File: src/rtl/viterbi_pkg.sv
// Shared trellis helpers for the parameterised hard-decision Viterbi decoder.
package viterbi_pkg;

    localparam int MAX_K = 7;

    function automatic int num_states(input int k);
        return 1 << (k - 1);
    endfunction

    function automatic logic [1:0] hamming(input logic [1:0] a, input logic [1:0] b);
        return {1'b0, a[1] ^ b[1]} + {1'b0, a[0] ^ b[0]};
    endfunction

    // Encoder output {c0,c1} for input bit b leaving state; b sits at tap position k-1.
    function automatic logic [1:0] expected_symbol(input int g0, input int g1, input int k,
                                                   input logic b, input int state);
        logic [MAX_K-1:0] taps;
        taps = MAX_K'(state) | (MAX_K'(b) << (k - 1));
        return {^(taps & MAX_K'(g0)), ^(taps & MAX_K'(g1))};
    endfunction

endpackage

File: src/rtl/viterbi_acs.sv
// Add-compare-select for one next state; predecessor order and branch symbols fixed at elaboration.
module viterbi_acs
    import viterbi_pkg::*;
#(
    parameter int K     = 3,
    parameter int G0    = 7,
    parameter int G1    = 5,
    parameter int TB    = 15,
    parameter int PMW   = 6,
    parameter int STATE = 0
) (
    input  logic [1:0]     symbol,
    input  logic [PMW-1:0] pm0,
    input  logic [PMW-1:0] pm1,
    input  logic [TB-2:0]  surv0,
    input  logic [TB-2:0]  surv1,
    output logic [PMW-1:0] pm_sum,
    output logic [TB-1:0]  surv_new
);

    localparam int         NS   = num_states(K);
    localparam int         P0   = (2 * STATE) % NS;
    localparam int         P1   = P0 + 1;
    localparam logic       B    = 1'((STATE >> (K - 2)) & 1);
    localparam logic [1:0] EXP0 = expected_symbol(G0, G1, K, B, P0);
    localparam logic [1:0] EXP1 = expected_symbol(G0, G1, K, B, P1);

    logic [PMW-1:0] sum0;
    logic [PMW-1:0] sum1;
    logic           take1;

    // NOTE: combinational logic uses blocking assignments and assigns every output on every pass.
    always_comb begin
        sum0     = pm0 + PMW'(hamming(symbol, EXP0));
        sum1     = pm1 + PMW'(hamming(symbol, EXP1));
        take1    = sum1 < sum0;   // strict compare: ties keep the predecessor ending in 0
        pm_sum   = take1 ? sum1 : sum0;
        surv_new = {take1 ? surv1 : surv0, B};
    end

endmodule

File: src/rtl/viterbi_decoder_param.sv
// Register-exchange hard-decision Viterbi decoder, rate 1/2, constraint length K.
module viterbi_decoder_param
    import viterbi_pkg::*;
#(
    parameter int K   = 3,
    parameter int G0  = 7,
    parameter int G1  = 5,
    parameter int TB  = 15,
    parameter int PMW = 6
) (
    input  logic       clk,
    input  logic       reset,
    input  logic       restart,
    input  logic       in_valid,
    input  logic [1:0] encoded_signal,
    output logic       out_valid,
    output logic       decoded_signal
);

    localparam int             NS        = num_states(K);
    localparam int             SW        = K - 1;
    localparam int             CW        = $clog2(TB);
    localparam logic [PMW-1:0] PM_INIT   = PMW'(2 * K);
    localparam logic [CW-1:0]  COUNT_MAX = CW'(TB - 1);

    if (K < 3 || K > MAX_K) begin : g_bad_k
        $error("viterbi_decoder_param: K must be 3..7");
    end
    if (TB < 4 || TB > 64) begin : g_bad_tb
        $error("viterbi_decoder_param: TB must be 4..64");
    end
    if ((1 << (PMW - 1)) <= 4 * K) begin : g_bad_pmw
        $error("viterbi_decoder_param: PMW too narrow for K");
    end

    // Stored survivors keep TB-1 bits; the oldest bit is taken straight from the new survivor.
    logic [PMW-1:0] pm_q     [NS];
    logic [PMW-1:0] pm_cur   [NS];
    logic [PMW-1:0] pm_sum   [NS];
    logic [PMW-1:0] pm_next  [NS];
    logic [TB-2:0]  surv_q   [NS];
    logic [TB-2:0]  surv_cur [NS];
    logic [TB-1:0]  surv_new [NS];
    logic [CW-1:0]  count_q;
    logic [CW-1:0]  count_cur;
    logic [SW-1:0]  best;
    logic           all_msb;

    // A restart alongside in_valid feeds the ACS array from the initial trellis.
    always_comb begin
        count_cur = restart ? '0 : count_q;
        for (int s = 0; s < NS; s++) begin
            pm_cur[s]   = restart ? ((s == 0) ? '0 : PM_INIT) : pm_q[s];
            surv_cur[s] = restart ? '0 : surv_q[s];
        end
    end

    for (genvar g = 0; g < NS; g++) begin : g_acs
        localparam int P0 = (2 * g) % NS;
        viterbi_acs #(
            .K(K), .G0(G0), .G1(G1), .TB(TB), .PMW(PMW), .STATE(g)
        ) u_acs (
            .symbol  (encoded_signal),
            .pm0     (pm_cur[P0]),
            .pm1     (pm_cur[P0 + 1]),
            .surv0   (surv_cur[P0]),
            .surv1   (surv_cur[P0 + 1]),
            .pm_sum  (pm_sum[g]),
            .surv_new(surv_new[g])
        );
    end

    always_comb begin
        all_msb = 1'b1;
        for (int s = 0; s < NS; s++) all_msb = all_msb & pm_sum[s][PMW-1];
        for (int s = 0; s < NS; s++) begin
            pm_next[s]        = pm_sum[s];
            pm_next[s][PMW-1] = pm_sum[s][PMW-1] & ~all_msb;
        end
        best = '0;
        for (int s = 1; s < NS; s++) begin
            if (pm_next[s] < pm_next[best]) best = SW'(s);
        end
    end

    // NOTE: metric and survivor arrays are reset so decoding always starts from the all-zero state.
    always_ff @(posedge clk or negedge reset) begin
        if (!reset) begin
            out_valid      <= 1'b0;
            decoded_signal <= 1'b0;
            count_q        <= '0;
            for (int s = 0; s < NS; s++) begin
                pm_q[s]   <= (s == 0) ? '0 : PM_INIT;
                surv_q[s] <= '0;
            end
        end else if (in_valid) begin
            out_valid      <= (count_cur == COUNT_MAX);
            decoded_signal <= surv_new[best][TB-1];
            count_q        <= (count_cur == COUNT_MAX) ? count_cur : count_cur + 1'b1;
            for (int s = 0; s < NS; s++) begin
                pm_q[s]   <= pm_next[s];
                surv_q[s] <= surv_new[s][TB-2:0];
            end
        end else if (restart) begin
            out_valid <= 1'b0;
            count_q   <= '0;
            for (int s = 0; s < NS; s++) begin
                pm_q[s]   <= (s == 0) ? '0 : PM_INIT;
                surv_q[s] <= '0;
            end
        end else begin
            out_valid <= 1'b0;
        end
    end

endmodule

File: config.mk
export PLATFORM = sky130hd
export DESIGN_NAME = viterbi_decoder_param
export DESIGN_NICKNAME = d
export VERILOG_FILES = /design/src/rtl/viterbi_pkg.sv /design/src/rtl/viterbi_acs.sv /design/src/rtl/viterbi_decoder_param.sv
export SDC_FILE = /design/constraint.sdc
export NUM_CORES = 1
export LEC_CHECK = 0
export CAP_MARGIN = 30
export CORE_AREA = 2 2 140 142
export DETAILED_ROUTE_END_ITERATION = 16
export DIE_AREA = 0 0 142 144
export HOLD_SLACK_MARGIN = 0.12
export MAX_ROUTING_LAYER = met4
export PLACE_DENSITY = 0.57
export SKIP_CTS_REPAIR_TIMING = 1
export SLEW_MARGIN = 20
export SYNTH_ARGS = -nofsm -noshare
export SYNTH_HDL_FRONTEND = slang
export SYNTH_SLANG_ARGS = --single-unit
File: constraint.sdc
create_clock -name clk -period 9.65 [get_ports clk]
set_input_delay 2.895 -clock clk [delete_from_list [all_inputs] [get_ports clk]]
set_output_delay 2.895 -clock clk [all_outputs]
set_load 0.01 [all_outputs]
Word-level counts from Yosys, hierarchy flattened
Index checks and enable logic that the tools add are counted.

cells by class
  reductions and logical operators = 1
  muxes and demuxes = 36
  magnitude comparators = 10
  eq/ne operators = 1
  bitwise logic cells = 13
  $add $sub $neg = 13

operator list
  operator                                                        number
  14-bit 2-to-1 mux                                               8
  56-bit 2-to-1 mux                                               2
  6-bit 2-to-1 mux                                                12
  6-bit by 2-bit adder with 6-bit output                          8
  24-bit 2-to-1 mux                                               2
  6-bit < comparator                                              7
  15-bit binary-select mux with 2-bit select                      1
  15-bit 2-to-1 mux                                               2
  6-bit binary-select mux with 2-bit select                       2
  4-bit 2-to-1 mux                                                3
  3-bit >= comparator (second input constant)                     3
  2-bit inverter with 3-bit output                                3
  1-bit by 1-bit adder with 2-bit output                          4
  1-bit AND                                                       7
  4-bit by 1-bit adder with 4-bit output (second input constant)  1
  4-bit equality test (second input constant)                     1
  2-bit 2-to-1 mux                                                2
  1-bit inverter                                                  3
  1-bit 2-to-1 mux                                                2
  2-bit nonzero test                                              1

storage, ports and cells
  logic and storage cells = 85
  flip-flop bits (word level) = 86

Longest topological paths before layout
Gate-level depths: netlist of run 1.

  depth after elaboration = 28
  mapped depth = 44
  gate-level depth less buffers = 40

Hierarchy
From an unflattened synthesis of run 1, not the netlist that was laid out.

unflattened totals
  cell total of the unflattened synthesis = 635
  area, all modules = 6812.8 µm²

by module, submodules not included
  module                         cells an instance  area each (µm²)  times used  sequential area each (µm²)
  viterbi_decoder_param          375                4391.7           1           2159.6
  viterbi_acs at g_acs[3].u_acs  65                 623.1            1           0.0
  viterbi_acs at g_acs[0].u_acs  64                 619.3            1           0.0
  viterbi_acs at g_acs[1].u_acs  66                 589.3            1           0.0
  viterbi_acs at g_acs[2].u_acs  65                 589.3            1           0.0

Worst setup path after synthesis of run 1
OpenSTA, ideal clock, no wires.

  path kind = in2reg
  start = in restart
  end = reg decoded_signal
  slack = -1286 ps
  cell stages on the path = 42
  arrival time = 10869 ps
  path buffers = 5
  path through = buf_2 clkbuf_1 buf_1 buf_1 nor2b_1 ha_1 ha_1 a21o_1 mux2i_1 a22oi_1 ha_1 nand2_1 o21ai_0 o21ai_0 a311oi_2 a21oi_4 buf_2 o21ai_0 [6 not listed] o21ai_4 mux2_2 ha_1 a21o_1 a21o_1 a21oi_1 nand2_1 a2111oi_2 nor2_4 nand2_1 o21ai_0 ha_1 nor2_1 mux2i_1 a2111oi_0 o21ai_1 o32ai_1 a41o_1

on the way
  longest elaborated chain between the ends = 27
  elaborated cells on any way between the ends = 54
  those cells by class = 8 x add/sub; 7 x order compare; 28 x mux; 11 x bitwise

RTL lines
  item                                                              RTL line                              text
  from (decl)                                                       viterbi_decoder_param.sv:13           input logic restart,
  6-bit 2-to-1 mux                                                  viterbi_decoder_param.sv:53           pm_cur[s] = restart ? ((s == 0) ? '0 : PM_INIT) : pm_q[s];
  6-bit by 2-bit adder with 6-bit output, on equally long branches  viterbi_acs.sv:35, viterbi_acs.sv:34
  6-bit < comparator                                                viterbi_acs.sv:36                     take1 = sum1 < sum0;
  6-bit 2-to-1 mux                                                  viterbi_acs.sv:37                     pm_sum = take1 ? sum1 : sum0;
  1-bit AND (3 in a row)                                            viterbi_decoder_param.sv:75           for (int s = 0; s < NS; s++) all_msb = all_msb & pm_sum[s][PMW-1];
  1-bit inverter                                                    viterbi_decoder_param.sv:78           pm_next[s][PMW-1] = pm_sum[s][PMW-1] & ~all_msb;
  1-bit AND                                                         viterbi_decoder_param.sv:78
  6-bit < comparator                                                viterbi_decoder_param.sv:82           if (pm_next[s] < pm_next[best]) best = SW'(s);
  [7 not listed]                                                    --
  2-bit inverter with 3-bit output (not written as such)            viterbi_decoder_param.sv:82
  6-bit binary-select mux with 2-bit select                         viterbi_decoder_param.sv:82
  6-bit 2-to-1 mux (not written as such) (2 in a row)               viterbi_decoder_param.sv:82
  6-bit < comparator                                                viterbi_decoder_param.sv:82
  2-bit 2-to-1 mux                                                  viterbi_decoder_param.sv:82
  2-bit inverter with 3-bit output (not written as such)            viterbi_decoder_param.sv:98           decoded_signal <= surv_new[best][TB-1];
  15-bit binary-select mux with 2-bit select *                      viterbi_decoder_param.sv:98
  15-bit 2-to-1 mux (not written as such) * (2 in a row)            viterbi_decoder_param.sv:98
  to (signal assigned)                                              viterbi_decoder_param.sv:98
  to (decl)                                                         viterbi_decoder_param.sv:17           output logic decoded_signal

Mark *: on every way between the ends. The rest lies on a longest branch, timed or not. The select of a mux whose other input is x is not followed.
A chain may end at the register's enable or synchronous reset.

Final worst setup path of run 1
  start = in encoded_signal[1]
  end = reg decoded_signal

on the way
  longest elaborated chain between the ends = 28
  elaborated cells on any way between the ends = 51
  those cells by class = 12 x add/sub; 7 x order compare; 20 x mux; 12 x bitwise

RTL lines
  item                                                              RTL line                              text
  from (decl)                                                       viterbi_decoder_param.sv:15           input logic [1:0] encoded_signal,
  1-bit inverter (no source line)                                   --
  1-bit by 1-bit adder with 2-bit output                            viterbi_pkg.sv:11                     return {1'b0, a[1] ^ b[1]} + {1'b0, a[0] ^ b[0]};
  6-bit by 2-bit adder with 6-bit output, on equally long branches  viterbi_acs.sv:35, viterbi_acs.sv:34
  6-bit < comparator                                                viterbi_acs.sv:36
  6-bit 2-to-1 mux                                                  viterbi_acs.sv:37
  1-bit AND (3 in a row)                                            viterbi_decoder_param.sv:75
  1-bit inverter                                                    viterbi_decoder_param.sv:78
  1-bit AND                                                         viterbi_decoder_param.sv:78
  [8 not listed]                                                    --
  2-bit inverter with 3-bit output (not written as such)            viterbi_decoder_param.sv:82
  6-bit binary-select mux with 2-bit select                         viterbi_decoder_param.sv:82
  6-bit 2-to-1 mux (not written as such) (2 in a row)               viterbi_decoder_param.sv:82
  6-bit < comparator                                                viterbi_decoder_param.sv:82
  2-bit 2-to-1 mux                                                  viterbi_decoder_param.sv:82
  2-bit inverter with 3-bit output (not written as such)            viterbi_decoder_param.sv:98
  15-bit binary-select mux with 2-bit select *                      viterbi_decoder_param.sv:98
  15-bit 2-to-1 mux (not written as such) * (2 in a row)            viterbi_decoder_param.sv:98

Marked as above.

==> metrics list, run 1 <==
- Run status: finished, final reports clean
* Synthesized area per cell: 8.967 µm²
- Flop-to-flop setup slack: around 2.4 ns
- Slew Limit Headroom: around 37%
- Violation count after the first detailed-route iteration: about 400
- Most used flip-flop cell after synthesis: dfrtp_1
- Slowest cell on crit path: a2111oi_4
- In this run, synthesis inferred 0 flip-flops with an integrated enable.
- The total count of max-transition violations in the final report came to 0.
* CTS clk-pin slew, worst paths: ~0.060 ns
- Detailed routing placed a total of just under 500 µm of wire on met3.
- The count of buffers added on input and output ports is 7.
- The number of failing hold endpoints at the final stage is 0.
- Layout area overhead: 25.48%
- For this run, asynchronously set or reset flops after synthesis account for 100.0%.
* Count of cell types in the netlist: 61
- Total Die Area: between 20,000 and 25,000 µm²
* Total wire length: about 16,000 µm
- In this run the power density over the cells is slightly below 400 nW/µm².
- The min-delay analysis places its worst path in the category reg2reg.
- Cts bufs inserted: 9
* Mapped Area: around 6200 µm²
- Critical Path AT: approximately 9.9 ns
- Sequential elements use around 33% of the synthesized area.
- The worst register-to-register path begins at pm_q[7].
* Yosys synthesis warning count: 0
* Peak ir drop on the vdd network: 0.3294 mV
- Maximum clock skew at final layout: 0.007296 ns
- Kind of end point of the critical path: flop
- Overall Global Routing Usage: between 10% and 20%
- Along the worst path, the maximum fanout reaches 6.
- Sum of routed wire segments on met1: 7952 µm
- Clock sink count: 80
- Max Freq: between 100 and 150 MHz
- Average wire per standard cell: between 15 and 20 µm
* Most frequent cells after synthesis: 93 x nor2_1, 74 x dfrtp_1, 69 x mux2i_1, 55 x ha_1, 49 x a21oi_1
- Setup violations, final: 0
* Synthesized flop and latch total: 80
* Gpl congestion: around 0.84
- Number of global-route vias before repair: 4,985
- After detailed routing, the number of remaining DRC violations is 0.
- First-pass DRT Iterations: 5
- Total number of placement rows: 51
* WHS Endpoint: surv_q[0]
* Worst hold path startpoint: surv_q[0]
- Crit Path Class: in2reg
* CTS Buffer Depth: 2
- The number of antenna violations at the first check in global routing was 0.
- The repair_antennas step left the layout with diodes totalling 0.
* Floorplan Core Area: 19,080 µm²
* Critical path startpoint category: input port
- Ports placed on the boundary: 8
- The H-tree was split into 3 levels.
- Synthesis produced a netlist whose cell count is ~700.
- Dominant cell by count in the synthesized netlist: nor2_1
- Critical path's most frequent cell: ha_4
* Tightest Pin Transition: approximately 0.95 ns
- Global-route wire length before repair: approximately 26,000 µm
- Critical path's largest stage delay: ~0.45 ns
* CTS root buffer: clkbuf_16
- Wire segments on met2 add up to 7133 µm in the final route.
- The floorplan step set the die height to 144 µm.
- Share of Yosys cell area claimed by the top area cell type: around 30%
* Net count after synthesis: 753
- Across all hold checks on the routed design, the worst slack comes to slightly below 0.5 ns.
* Starting density of the core: around a third
- Number of cells on the worst reg-to-reg path: 35
- CTS tree: yes
- Entering global routing, the biggest net connects 94 pins.
* Routed Antenna Nets: 0
- Leakage power of the design: 3.493 nW
- From left edge to right edge, the die measures 142 µm.
- Insertion delay to the later sink of the worst-skew pair: about 0.35 ns
* Net count, final: between 800 and 900
* Ranking of synthesized cells by area: dfrtp_1 30%, mux2i_1 11%, ha_1 11%, nor2_1 5.7%, a211oi_1 5.5%
- Number of maximum-capacitance violations: 0
- Setup repair after global routing could not meet its margin everywhere.
* Count of cells along the worst hold path: 1
* Required time worst endpoint: slightly below 10 ns
* RR Endpoint: decoded_signal
- Tmin final: 9.621 ns
- Ratio of cells with drive above 1 in the final layout: between 20% and 30%
- In the finished design, the share of the clock period the worst path needs comes to between 90% and 100%.
- Final setup slack of the worst path: just under 0.03 ns
- Top layer used by detailed routing: met4
- GRT Residual Overflow: 0
* Cell taking the most area after synthesis: dfrtp_1
* Total number of vias: between 5k and 6k
- Summed over all nets, the half-perimeter wirelength after detailed placement is 11,060 µm.
- At the placement stage, the worst setup path has a slack of -0.6857 ns.
* Via density per instance: between 5 and 6
## state kept, by name, indices dropped and copies added, names as in the netlist
register,flops
pm_q,24
out_valid,1
count_q,4
decoded_signal,1
surv_q,50
## how the worst max path moves through the flow
stage	startpoint	endpoint	slack [ns]	depth (start not counted)
final	encoded_signal[1]	decoded_signal	0.03	37
after global routing	encoded_signal[1]	decoded_signal	-0.28	37
after CTS	encoded_signal[0]	decoded_signal	-0.37	39
after detailed placement	encoded_signal[0]	decoded_signal	-0.69	39
after global placement	encoded_signal[0]	decoded_signal	-0.53	38
after floorplan	restart	decoded_signal	-0.03	40
## per-layer routing
metal / vias to the layer above / GRT usage, %
li1: 2602 / -
met1: 2450 / 22.75
met2: 74 / 24.79
met3: 14 / 3.411
met4: 0 / 3.947
met5: - / -
## through the flow
stage,setup TNS (ns),utilization (%),instances,area [µm²],power (mW)
2_1_floorplan,-0.03296,-,689,6346,1.758
3_3_place_gp,-0.5271,37.54,983,7162,2.350
3_5_place_dp,-0.6857,37.54,983,7162,2.350
4_1_cts,-0.3689,39.22,999,7482,2.748
5_1_grt,-0.2758,40.63,1006,7752,3.299
6_report,0,40.63,1006,7752,3.042
## worst max-delay path: cells and delay by family
family                     cells  cell delay (ns)
buffers and inverters          6             0.46
adders and majority gates      7             1.71
and+or+nand+nor                8             1.25
muxes                          3             0.81
AOI/OAI and AO/OA             13             2.72
## layout make-up
| cell class | count | area (µm²) |
|---|---|---|
| clock inverters | 6 | 91.34 |
| flip-flops and latches | 80 | 2009 |
| repair buffers | 101 | 782.0 |
| well taps | 238 | 297.8 |
| inverters | 46 | 185.2 |
| clock buffers | 10 | 229.0 |
| fillers | 1869 | 11330 |
| multi-input cells | 525 | 4158 |
## power breakdown
part,internal (mW),leakage [nW],total (mW),switching [mW]
Combinational,1.12,2.29,2.21,1.09
Sequential,0.397,1.04,0.454,0.0568
Clock,0.228,0.157,0.377,0.149
Total,1.75,3.49,3.04,1.29
## cell families after synthesis
logic type / share of synthesized area [%]
simple gates: 13.73
compound gates: 19.77
buf+inv: 5.286
mux: 13.43
flops: 32.52
fa+ha+maj: 12.43
xor+xnor: 2.835
## cells in the final DEF (no fill, tap or decap), types with 9 or more instances in the layout
cell type  Yosys  final
mux2i_1       69     67
a211oi_1      45     45
inv_1         44     37
nand3_1       11     11
xnor2_1       15     14
a21oi_1       49     41
clkbuf_16      0      9
nand2_1       38     37
o21ai_0       31     24
a21o_1        11     11
buf_4          1     95
dfrtp_1       74     74
ha_1          55     43
nor2_1        93     91
No activity file was read; power rests on OpenSTA's default activity.
==> run 2: changes to the inputs <==
CTS_CLUSTER_SIZE = 28   (was unset)
==> results of run 2 <==
Final layout, timing and power as in run 1 (identical DEF).
